--- src/rtl/uart_receiver.sv ---
// -----------------------------------------------------------------------------
// uart_receiver
//   8N1 UART receiver running on the system clock with an internal bit-period
//   counter. The serial input is brought in through a two-flop synchronizer;
//   every decision is taken on the synchronized copy (r_rx_s).
//
//   Timing origin T0 is the first clock edge in IDLE at which r_rx_s is low.
//   The start bit is re-checked at T0+HALF_BIT, and each later bit is sampled
//   one full CLKS_PER_BIT after the previous sample. The bit counter is cleared
//   at every sample point, so sample positions do not drift cumulatively.
//
//   Optional feature (macro UART_RX_PARITY_EN): an even-parity bit follows
//   data bit 7. A parity mismatch is reported as o_frame_err after the stop
//   sample, and o_valid is suppressed for that frame.
//
// Parameters:
//   CLKS_PER_BIT  system clocks per serial bit (legal range 4..65535)
//
// Ports:
//   i_clk        system clock, rising edge
//   i_rst        asynchronous active-low reset
//   i_rx         serial line, idle high, asynchronous to i_clk
//   o_data       last correctly received byte (LSB first on the wire)
//   o_valid      one-cycle strobe, o_data was updated with a good frame
//   o_busy       high whenever the FSM is outside IDLE
//   o_frame_err  one-cycle strobe, bad stop bit (or bad parity)
// -----------------------------------------------------------------------------
module uart_receiver #(
  parameter int CLKS_PER_BIT = 104
) (
  input  logic       i_clk,
  input  logic       i_rst,
  input  logic       i_rx,
  output logic [7:0] o_data,
  output logic       o_valid,
  output logic       o_busy,
  output logic       o_frame_err
);

  localparam int HALF_BIT = CLKS_PER_BIT / 2;
  localparam int CNT_W    = (CLKS_PER_BIT > 1) ? $clog2(CLKS_PER_BIT) : 1;

  // The counter reads k-1 at the k-th edge after it was cleared, hence the -1.
  localparam logic [CNT_W-1:0] C_HALF_M1 = CNT_W'(HALF_BIT - 1);
  localparam logic [CNT_W-1:0] C_FULL_M1 = CNT_W'(CLKS_PER_BIT - 1);

  localparam logic [2:0] S_IDLE   = 3'd0;
  localparam logic [2:0] S_START  = 3'd1;
  localparam logic [2:0] S_DATA   = 3'd2;
  localparam logic [2:0] S_STOP   = 3'd3;
  localparam logic [2:0] S_BREAK  = 3'd4;
`ifdef UART_RX_PARITY_EN
  localparam logic [2:0] S_PARITY = 3'd5;
`endif

  logic             r_rx_meta;
  logic             r_rx_s;
  logic [2:0]       r_state;
  logic [CNT_W-1:0] r_cnt;
  logic [2:0]       r_bit_idx;
  logic [7:0]       r_shift;
  logic [7:0]       r_data;
  logic             r_valid;
  logic             r_frame_err;
  logic             w_par_ok;
  logic             w_cnt_full;

`ifdef UART_RX_PARITY_EN
  logic             r_par;
  // Even parity: data bits plus parity bit must XOR to zero.
  assign w_par_ok = ~(^{r_shift, r_par});
`else
  assign w_par_ok = 1'b1;
`endif

  assign w_cnt_full = (r_cnt == C_FULL_M1);

  always_ff @(posedge i_clk or negedge i_rst) begin
    if (!i_rst) begin
      r_rx_meta   <= 1'b1;
      r_rx_s      <= 1'b1;
      r_state     <= S_IDLE;
      r_cnt       <= '0;
      r_bit_idx   <= 3'd0;
      r_shift     <= 8'h00;
      r_data      <= 8'h00;
      r_valid     <= 1'b0;
      r_frame_err <= 1'b0;
`ifdef UART_RX_PARITY_EN
      r_par       <= 1'b0;
`endif
    end else begin
      r_rx_meta   <= i_rx;
      r_rx_s      <= r_rx_meta;
      r_valid     <= 1'b0;
      r_frame_err <= 1'b0;

      case (r_state)
        S_IDLE: begin
          if (!r_rx_s) begin
            r_state <= S_START;
            r_cnt   <= '0;
          end
        end

        S_START: begin
          if (r_cnt == C_HALF_M1) begin
            r_cnt <= '0;
            // A line that is high again at mid start bit was only a glitch.
            if (r_rx_s) begin
              r_state <= S_IDLE;
            end else begin
              r_state   <= S_DATA;
              r_bit_idx <= 3'd0;
            end
          end else begin
            r_cnt <= r_cnt + CNT_W'(1);
          end
        end

        S_DATA: begin
          if (w_cnt_full) begin
            r_cnt              <= '0;
            r_shift[r_bit_idx] <= r_rx_s;
            if (r_bit_idx == 3'd7) begin
`ifdef UART_RX_PARITY_EN
              r_state <= S_PARITY;
`else
              r_state <= S_STOP;
`endif
            end else begin
              r_bit_idx <= r_bit_idx + 3'd1;
            end
          end else begin
            r_cnt <= r_cnt + CNT_W'(1);
          end
        end

`ifdef UART_RX_PARITY_EN
        S_PARITY: begin
          if (w_cnt_full) begin
            r_cnt   <= '0;
            r_par   <= r_rx_s;
            r_state <= S_STOP;
          end else begin
            r_cnt <= r_cnt + CNT_W'(1);
          end
        end
`endif

        S_STOP: begin
          if (w_cnt_full) begin
            r_cnt <= '0;
            if (r_rx_s && w_par_ok) begin
              r_data  <= r_shift;
              r_valid <= 1'b1;
              r_state <= S_IDLE;
            end else begin
              r_frame_err <= 1'b1;
              // A low stop bit means the line may be held in break; wait it
              // out so it cannot be mistaken for a new start bit.
              r_state     <= r_rx_s ? S_IDLE : S_BREAK;
            end
          end else begin
            r_cnt <= r_cnt + CNT_W'(1);
          end
        end

        S_BREAK: begin
          if (r_rx_s) begin
            r_state <= S_IDLE;
          end
        end

        default: begin
          r_state <= S_IDLE;
        end
      endcase
    end
  end

  assign o_data      = r_data;
  assign o_valid     = r_valid;
  assign o_frame_err = r_frame_err;
  assign o_busy      = (r_state != S_IDLE);

endmodule
--- config.mk ---
export PLATFORM = sky130hd
export DESIGN_NAME = uart_receiver
export DESIGN_NICKNAME = d
export VERILOG_FILES = /design/src/rtl/uart_receiver.sv
export SDC_FILE = /design/constraint.sdc
export NUM_CORES = 1
export LEC_CHECK = 0
export ABC_AREA = 1
export BUFFER_PORTS_ARGS = -buffer_cell sky130_fd_sc_hd__buf_2
export CORE_MARGIN = 2
export CORE_UTILIZATION = 30
export DETAILED_ROUTE_END_ITERATION = 10
export PLACE_DENSITY = 0.56
export SLEW_MARGIN = 20
export SYNTH_ARGS = -nofsm -noshare
export SYNTH_HDL_FRONTEND = slang
export SYNTH_SLANG_ARGS = --single-unit
--- constraint.sdc ---
create_clock -name i_clk -period 2.7 [get_ports i_clk]
set_input_delay 0.135 -clock i_clk [delete_from_list [all_inputs] [get_ports i_clk]]
set_output_delay 0.135 -clock i_clk [all_outputs]
set_load 0.005 [all_outputs]
======== Word level (Yosys, flattened, before mapping) ========
Cells that the tools add are included.
storage, ports and cells
  bits in registers ....................... 33
  memories kept ........................... 0
  bits in read-only memories .............. 0
  RAM bits ................................ 0
  input bits .............................. 3
  bits in latches ......................... 0
  output and inout bits ................... 11
operators by class
  $add $sub $neg .......................... 2
  shifts and indexed selects .............. 0
  multiply operators ...................... 0
  reductions and logical operators ........ 11
  divide/modulo/power cells ............... 0
  $lt $le $gt $ge ......................... 2
  bitwise gates (word level) .............. 0
  eq/ne operators ......................... 15
  muxes and demuxes ....................... 27
operators with widths
  cell                                                                                  number
  3-bit two-way mux                                                                     11
  7-bit two-way mux                                                                     3
  7-bit case mux with 3 select lines                                                    1
  2-bit inequality test (second input constant)                                         8
  3-bit case mux with 5 select lines                                                    1
  8-bit bitwise mux                                                                     1
  7-bit by 1-bit adder with 7-bit output (second input constant)                        1
  7-bit by 6-bit == test with 1-bit output (second input constant)                      1
  7-bit == test (second input constant)                                                 1
  1-bit two-way mux                                                                     7
  3-bit by 2-bit == test with 1-bit output (second input constant)                      2
  3-bit == test (second input constant)                                                 2
  3-bit case mux with 2 select lines                                                    1
  6-bit AND reduction                                                                   1
  3-bit nonzero test                                                                    2
  5-bit AND reduction                                                                   1
  3-bit by 4-bit < comparator with 1-bit output (second input constant)                 1
  2-bit AND reduction                                                                   2
  3-bit by 1-bit adder with 3-bit output (second input constant)                        1
  1-bit demux with 3-bit select                                                         1
  3-bit by 1-bit == test with 1-bit output (second input constant)                      1
  3-bit by 1-bit greater-or-equal comparator with 1-bit output (second input constant)  1
  3-bit logical NOT                                                                     1
  3-bit AND reduction                                                                   1
  other kinds (4)                                                                       4

======== Longest topological paths before layout ========
Gate-level depths: netlist (run 1).
  depth in word-level cells ............... 5
  gate-level depth with buffers ........... 10
  gate-level depth less buffers ........... 9

======== Worst setup path after synthesis (run 1) ========
No wires, ideal clock.
  path type ............................... register -> register
  start ................................... register r_cnt[0]
  end ..................................... register r_shift[5]
  data required time ...................... 2583 ps
  path buffers ............................ 1
  data arrival time ....................... 1270 ps
  stages on the path, launching flop included .. 10
  path slack .............................. 1313 ps
  path through ............................ dfrtp_1 > ha_1 > inv_1 > nor2_1 > nand2_1 > nor2_4 > buf_6 > nand3_1 > nand2_1 > nand2_1
between the ends
  cells in the longest elaborated chain, start to end .. 2
RTL lines
  what                            line  source
  start: declaration              59    logic [CNT_W-1:0] r_cnt;
  start signal: assignment        117   r_cnt <= r_cnt + CNT_W'(1);
  start signal: assignment        135   r_cnt <= r_cnt + CNT_W'(1);
  start signal: assignment        165   r_cnt <= r_cnt + CNT_W'(1);
  7-bit == test                   76    assign w_cnt_full = (r_cnt == C_FULL_M1);
  2-bit AND reduction (no line)   --
  end signal: indexed assignment  124   r_shift[r_bit_idx] <= r_rx_s;
  end: declaration                61    logic [7:0] r_shift;
Every way passes these cells.
A chain may end at the register's enable or synchronous reset.

======== Worst setup path after layout (run 1) ========
  start ................................... register r_bit_idx[0]
  end ..................................... register r_bit_idx[0]
between the ends
  cells in the longest elaborated chain, start to end .. 4
  elaborated cells between the ends (all ways) .. 7
  those cells by class .................... 1 x add/sub; 2 x eq/ne; 3 x mux; 1 x reduce/logical
RTL lines
  what                                    line  source
  start: declaration                      60    logic [2:0] r_bit_idx;
  start signal: assignment                132   r_bit_idx <= r_bit_idx + 3'd1;
  3-bit by 1-bit adder with 3-bit output  132
  3-bit two-way mux                       125   if (r_bit_idx == 3'd7) begin
  3-bit two-way mux                       122   if (w_cnt_full) begin
  3-bit case mux with 2 select lines      98    case (r_state)
Parallel ways exist; a longest one is shown, timed or not. The select of a mux whose other input is x is not followed.

==> results of run 1 <==
synth_stat cells:
cell,count
o21ai_0,2
nand2_2,4
nor2_8,1
dfstp_2,2
nand3b_1,1
inv_1,16
nand3_4,1
nor2_1,20
inv_2,5
buf_2,2
a21oi_1,2
dfrtp_1,31
ha_1,3
o21ai_1,9
nor3_2,1
nor2_4,3
nand3_1,17
nand4_1,18
o21bai_1,2
a21oi_2,1
nor4_1,1
buf_6,1
nor3_1,3
clkbuf_1,1
nand2_1,74
sequential cells by signal, indices dropped and copies added, names as in the netlist:
| name | cells |
|---|---|
| o_frame_err | 1 |
| r_cnt | 7 |
| o_valid | 1 |
| r_state | 3 |
| r_bit_idx | 3 |
| r_rx_s | 1 |
| o_data | 8 |
| r_shift | 8 |
| r_rx_meta | 1 |
what timing repair did:
action / CTS / global route
hold buffers: 2 / 0
setup buffers: 0 / 0
hold endpoints to repair: 32 / 0
per-layer routing:
metal | wire [µm] | track usage
met5 | 0 | 0
met4 | 41 | 0.04746
met3 | 92 | 0.03146
met2 | 1535 | 0.1875
met1 | 1775 | 0.1690
cells by family after synthesis:
kind of cell,Yosys count,synth area share
simple gates,144,0.3931
buf+inv,25,0.05954
fa+ha+maj,3,0.02152
compound gates,16,0.05093
flops,33,0.4749
cell type report:
type | count | area share
Tap cell | 72 | 0.04548
Inverter | 21 | 0.03980
Clock buffer | 5 | 0.03474
Timing Repair Buffer | 15 | 0.04296
Multi-Input combinational cell | 163 | 0.4100
Sequential cell | 33 | 0.4182
Clock inverter | 3 | 0.008844
through the flow:
| stage | instances | power [mW] | worst slack [ns] | hold slack (ns) |
|---|---|---|---|---|
| detailed placement | 302 | 0.5247 | 1.018 | 0.2425 |
| global placement | 302 | 0.5243 | 1.021 | 0.2414 |
| finish | 312 | 0.8738 | 1.012 | 0.3577 |
| CTS | 312 | 0.8924 | 1.008 | 0.3604 |
| floorplan | 221 | 0.5116 | 1.313 | -0.1606 |
| global route | 312 | 0.9151 | 0.8635 | 0.3688 |
power groups by stage:
stage          clock (mW)  combinational [mW]  sequential [mW]
4_1_cts             0.375              0.0164            0.501
3_5_place_dp            0              0.0142            0.510
2_1_floorplan           0             0.00360            0.508
6_report            0.358              0.0152            0.501
3_3_place_gp            0              0.0139            0.510
5_1_grt             0.395              0.0184            0.501
worst reg2reg max path: cells and delay by family, from the launching register on:
| family | cells | cell delay, ns |
|---|---|---|
| adders and majority gates | 2 | 0.44 |
| and+or+nand+nor | 5 | 0.63 |
| DFF | 1 | 0.51 |
worst max path at each step:
stage                         endpoint  slack [ns]  depth (start not counted)
after floorplan             r_shift[5]        1.31                          9
after global placement    r_bit_idx[2]        1.02                          7
after detailed placement  r_bit_idx[2]        1.02                          7
after CTS                 r_bit_idx[0]        1.01                          7
after global routing      r_bit_idx[0]        0.86                          7
final                     r_bit_idx[0]        1.01                          7
layout by cell type (no fill, tap or decap), drive strengths merged, types with 2 or more instances in the layout:
cell type,instances
dfstp,2
a21oi,3
nand3,18
clkbuf,5
o21bai,2
ha,3
clkinv,2
nand2,78
nand4,18
inv,21
o21ai,11
nor2,24
dfrtp,31
nor3,4
dlygate4sd3,2
buf,13
==> impl_metrics.env, run 1 <==
export IMPL_cts_resized=0
export IMPL_switching_share=0.2237
export IMPL_fin_area_um2=1981
export IMPL_clk_pin_slew_ns=0.07
export IMPL_crit_top_cell="nand2_1"
export IMPL_r2r_setup_slack_ns=1.01
export IMPL_insertion_delay_ns=0.28
export IMPL_rsz0062_at_grt="no"
export IMPL_hold_depth=0
export IMPL_r2r_cells=7
export IMPL_grt_max_degree=34
export IMPL_post_dp_cell_area_um2=1874
export IMPL_startpoint="r_bit_idx[0]"
export IMPL_wirelength_um=3444
export IMPL_synth_distinct_cells=25
export IMPL_synth_area_um2=1744
export IMPL_clock_sinks=33
export IMPL_gr_usage_all_layers=0.1238
export IMPL_die_area_um2=6440
export IMPL_num_io_pins=14
export IMPL_max_freq_ghz=0.5925
export IMPL_area_delta_synth_final_pct=13.56
export IMPL_multi_input_area_um2=812.0
export IMPL_worstReg2RegStart="r_bit_idx[0]"
export IMPL_detail_route_antenna_nets=0
export IMPL_detail_route_wl_per_cell_um=11.04
export IMPL_worst_setup_path_end_kind="flip-flop"
export IMPL_fill_cells=582
export IMPL_via_per_inst=4.567
export IMPL_hpwl_um=2501
export IMPL_die_h_um=80.25
export IMPL_final_layout_size_suffix_gt1_frac=0.1625
export IMPL_hold_end="r_rx_s"
export IMPL_crit_path_max_fanout=12
export IMPL_cpMaxStageDelayCell="dfrtp_1"
export IMPL_power_frac_clock=0.409
export IMPL_power_density_nw_per_um2=441.2
export IMPL_cp_slowest_stage_delay_ns=0.51
export IMPL_fin_nets=245
export IMPL_cts_buffers=5
export IMPL_layout_min_cycle_time_ns=1.688
export IMPL_peakVddDrop_v=0.0001567
export IMPL_die_w_um=80.25
export IMPL_synth_warnings=0
export IMPL_grt_pass1_vias=1369
export IMPL_switchingPower_mw=0.1955
export IMPL_p_int_mw=0.6783
export IMPL_maxSlewViolCount=0
export IMPL_skew_ns=0.002913
export IMPL_drt_initial_drc_count=106
export IMPL_pwr_share_comb=0.017
export IMPL_setup_viol=0
export IMPL_finalHoldViolations=0
export IMPL_fp_coreArea_um2=5574
export IMPL_cts_tree="built"
export IMPL_worstSetupPathType="flip-flop to flip-flop"
export IMPL_ys_seq_elements=33
export IMPL_io_buffers=13
export IMPL_crit_chain="ha_1 > ha_1 > nand3b_1 > nand2_1 > nand3_1 > nand2_1 > nand2_1"
export IMPL_initial_core_util=0.3129
export IMPL_ys_seq_area_frac=0.4749
export IMPL_drt_pass1_iter_count=4
export IMPL_max_cap_viol_count=0
export IMPL_vias=1425
export IMPL_synth_area_leaders="dfrtp_1, nand2_1, nand4_1"
export IMPL_syn_instance_count=221
export IMPL_grt_ovfl_total=0
export IMPL_antenna_found_initial=0
export IMPL_root_buffer="clkbuf_8"
export IMPL_power_frac_seq=0.573
export IMPL_yosysTopAreaCell="dfrtp_1"
export IMPL_relSlewSlack=0.4988
export IMPL_crit_family="simple AND/OR/NAND/NOR gates"
export IMPL_fin_util=0.3553
export IMPL_critPathBufInv=0
export IMPL_n_antenna_cell=0
export IMPL_required_ns=2.87
export IMPL_r2r_end="r_bit_idx[0]"
export IMPL_worst_slew_pin_slew_ns=0.7518
export IMPL_place_gp_congestion=0.8908
export IMPL_row_count=27
export IMPL_critPathLaunchType="flip-flop"
export IMPL_drc=0
export IMPL_htreeDepth=2
export IMPL_syn_nets=227
export IMPL_yosysTopAreaCellShare=0.4448
export IMPL_cp_arrival_ns=1.86
export IMPL_avgSynthCellArea_um2=7.892
export IMPL_register_area_um2=828.3
export IMPL_grt_pass1_wl_um=6203
export IMPL_run_status="complete, no violations"
export IMPL_period_share=0.6251
export IMPL_hp_start="r_rx_meta"
export IMPL_leakage_nw=1.047
export IMPL_clock_path_buffers=2
export IMPL_hp_class="flip-flop to flip-flop"
export IMPL_finalSetupTns_ns=0
Power figures use the tool's default switching activity.
==> run 2, diff against run 1 <==
--- a/config.mk
+++ b/config.mk
@@ -5,7 +5,7 @@
 export SDC_FILE = /design/constraint.sdc
 export NUM_CORES = 1
 export LEC_CHECK = 0
-export ABC_AREA = 1
+export ABC_AREA = 0
 export BUFFER_PORTS_ARGS = -buffer_cell sky130_fd_sc_hd__buf_2
 export CORE_MARGIN = 2
 export CORE_UTILIZATION = 30
==> constraint.sdc (replaced) <==
create_clock -name i_clk -period 1.7 [get_ports i_clk]
set_input_delay 0.085 -clock i_clk [delete_from_list [all_inputs] [get_ports i_clk]]
set_output_delay 0.085 -clock i_clk [all_outputs]
set_load 0.005 [all_outputs]
==> run 2 against run 1 <==
  * The flow now finishes with violations (negative setup slack)
  * Die area decreased by 9.3%
  * Critical path depth decreased by 1
  * Clock-buffer cell count increased by 1
  * Highest routed layer unchanged
==> impl_metrics.env, run 2 <==
export IMPL_run_status="finished with violations"
export IMPL_violations="negative setup slack"
export IMPL_synth_most_common_cell="dfrtp_1"
export IMPL_via_per_inst=5.029
export IMPL_num_io_pins=14
export IMPL_htreeDepth=2
export IMPL_period_share=1.007
export IMPL_fin_nets=178
export IMPL_hold_depth=0
export IMPL_worstSetupPathType="flip-flop to flip-flop"
export IMPL_insertion_delay_ns=0.29
export IMPL_ys_seq_area_frac=0.5262
export IMPL_power_frac_clock=0.408
export IMPL_critPathLaunchType="flip-flop"
export IMPL_hpwl_um=2175
export IMPL_detail_route_wl_per_cell_um=13.08
export IMPL_io_buffers=13
export IMPL_pwr_share_comb=0.018
export IMPL_grt_pass1_wl_um=5713
export IMPL_synth_area_um2=1574
export IMPL_final_layout_size_suffix_gt1_frac=0.3179
export IMPL_finalHoldViolations=0
export IMPL_relSlewSlack=0.5140
export IMPL_synth_top_flop_cell="dfrtp_1"
export IMPL_ys_top_cells_by_count="dfrtp_1, nand2_1, mux2_2"
export IMPL_layout_commonest_cell="dfrtp_1"
export IMPL_layout_min_cycle_time_ns=1.711
export IMPL_setup_viol=1
export IMPL_die_w_um=76.44
export IMPL_required_ns=1.93
export IMPL_cts_buffers=5
export IMPL_syn_nets=149
export IMPL_initial_core_util=0.3102
export IMPL_cp_arrival_ns=1.94
export IMPL_skew_ns=0.004957
export IMPL_die_h_um=76.44
export IMPL_r2r_cells=6
export IMPL_n_antenna_cell=0
export IMPL_worst_slew_pin_slew_ns=0.7290
export IMPL_vias=1222
export IMPL_drt_initial_drc_count=59
export IMPL_mostFrequentLayoutCells="dfrtp_1, buf_2, nand2_1, buf_4, mux2_2"
export IMPL_synth_edff_count=0
export IMPL_leakage_nw=0.9284
export IMPL_wirelength_um=3178
export IMPL_grt_max_degree=34
export IMPL_switching_share=0.2200
export IMPL_p_int_mw=1.080
export IMPL_antenna_found_initial=0
export IMPL_grt_ovfl_total=0
export IMPL_ys_seq_elements=33
export IMPL_gr_usage_all_layers=0.1239
export IMPL_synth_distinct_cells=35
export IMPL_fp_coreArea_um2=5075
export IMPL_setup_ws_ns=-0.01141
export IMPL_power_density_nw_per_um2=726.6
export IMPL_synth_warnings=0
export IMPL_place_gp_congestion=0.8942
export IMPL_yosysTopAreaCell="dfrtp_1"
export IMPL_root_buffer="clkbuf_8"
export IMPL_grt_pass1_vias=1292
export IMPL_post_cts_setup_buffers=0
export IMPL_die_area_um2=5842
export IMPL_clock_path_buffers=2
export IMPL_drc=0
export IMPL_drt_pass1_iter_count=4
export IMPL_hp_class="flip-flop to flip-flop"
export IMPL_fin_util=0.3755
export IMPL_maxSlewViolCount=0
export IMPL_async_flop_share=1.000
export IMPL_preCtsSetupSlack_ns=-0.03141
export IMPL_max_cap_viol_count=0
export IMPL_row_count=26
export IMPL_clock_sinks=33
export IMPL_crit_path_max_fanout=9
export IMPL_avgSynthCellArea_um2=11.01
export IMPL_synth_area_leaders="dfrtp_1, mux2_2, dfstp_2"
export IMPL_yosysTopAreaCellShare=0.4928
export IMPL_cts_tree="built"
export IMPL_area_delta_synth_final_pct=21.07
export IMPL_power_frac_seq=0.574
export IMPL_rsz0062_at_grt="yes"
export IMPL_detail_route_antenna_nets=0
export IMPL_syn_instance_count=143
export IMPL_switchingPower_mw=0.3046
export IMPL_peakVddDrop_v=0.0003276
export IMPL_worst_setup_path_end_kind="flip-flop"
export IMPL_max_freq_ghz=0.5843
export IMPL_clk_pin_slew_ns=0.06
-- run 2: changes by cell type after synthesis, moves of 5 or more --
cell,previous run,this run
a21oi_1,2,9
inv_1,16,7
inv_2,5,0
mux2_2,0,11
nand2_1,74,12
nand3_1,17,10
nand4_1,18,2
nor2_1,20,7
o21ai_1,9,0
or3_1,0,5
-- run 2: worst paths after layout --
path | endpoint | start | slack, ns
setup / recovery | r_cnt[2] | r_cnt[0] | -0.01
hold / removal | r_rx_s | r_rx_meta | 0.36
setup reg to reg | r_cnt[2] | r_cnt[0] | -0.01
hold reg to reg | r_rx_s | r_rx_meta | 0.36
max in group asynchronous | r_state[1] | i_rst | 0.80
min in group asynchronous | o_data[3] | i_rst | 0.39
-- run 2: routing by layer --
layer  track usage  share of wire  up-vias  wire, µm
met4       0.07818          0.031        0       100
met3       0.03199          0.042       11       134
met1        0.1430           0.44      606      1400
li1              -              -      574         -
met5             0              0        -         0
met2        0.2044           0.49       31      1542
-- run 2: logic make-up after synthesis --
| kind of cell | share of synthesized area |
|---|---|
| mux | 0.1200 |
| flops | 0.5262 |
| compound gates | 0.1017 |
| fa+ha+maj | 0.02385 |
| simple gates | 0.1971 |
| buf+inv | 0.03100 |
-- run 2: area by class of cell --
type | count | area (µm²)
clock buffer | 6 | 72.57
clock inverter | 2 | 10.01
fill | 527 | 3169
inverter | 7 | 26.28
multi-input combinational | 98 | 704.4
sequential | 33 | 829.5
tap | 70 | 87.58
timing repair buffer | 27 | 175.2
-- run 2: worst max-delay path, cell delays in order, from the launching register on --
cell	delay, ns
dfrtp_1	0.39
ha_1	0.21
and2_2	0.24
buf_4	0.17
a31oi_1	0.31
and4b_1	0.25
a21o_1	0.08
-- run 2: stage by stage --
stage                     cells  power, mW  TNS [ns]  area, µm²  hold slack (ns)
after detailed placement    233     0.8319  -0.03769       1794           0.1920
after floorplan             143     0.8102         0       1574          -0.2106
after global routing        243      1.446   -0.5799       1906           0.3662
final                       243      1.385  -0.01141       1906           0.3563
after CTS                   243      1.406         0       1902           0.3562
after global placement      233     0.8310         0       1794           0.1754
-- run 2: power groups by stage --
stage	clock network, mW	logic, mW	registers (mW)
floorplan	0	0.00431	0.806
global placement	0	0.0223	0.809
detailed placement	0	0.0230	0.809
CTS	0.586	0.0266	0.794
global route	0.623	0.0296	0.794
finish	0.565	0.0250	0.794
-- run 2: what timing repair did --
| action | in CTS | in global routing |
|---|---|---|
| pin swaps | 0 | 1 |
| endpoints found under the hold margin | 32 | 0 |
| endpoints found under the setup margin | 13 | 24 |
| resized for setup | 2 | 2 |
| hold buffers | 2 | 0 |
| cloned | 0 | 0 |
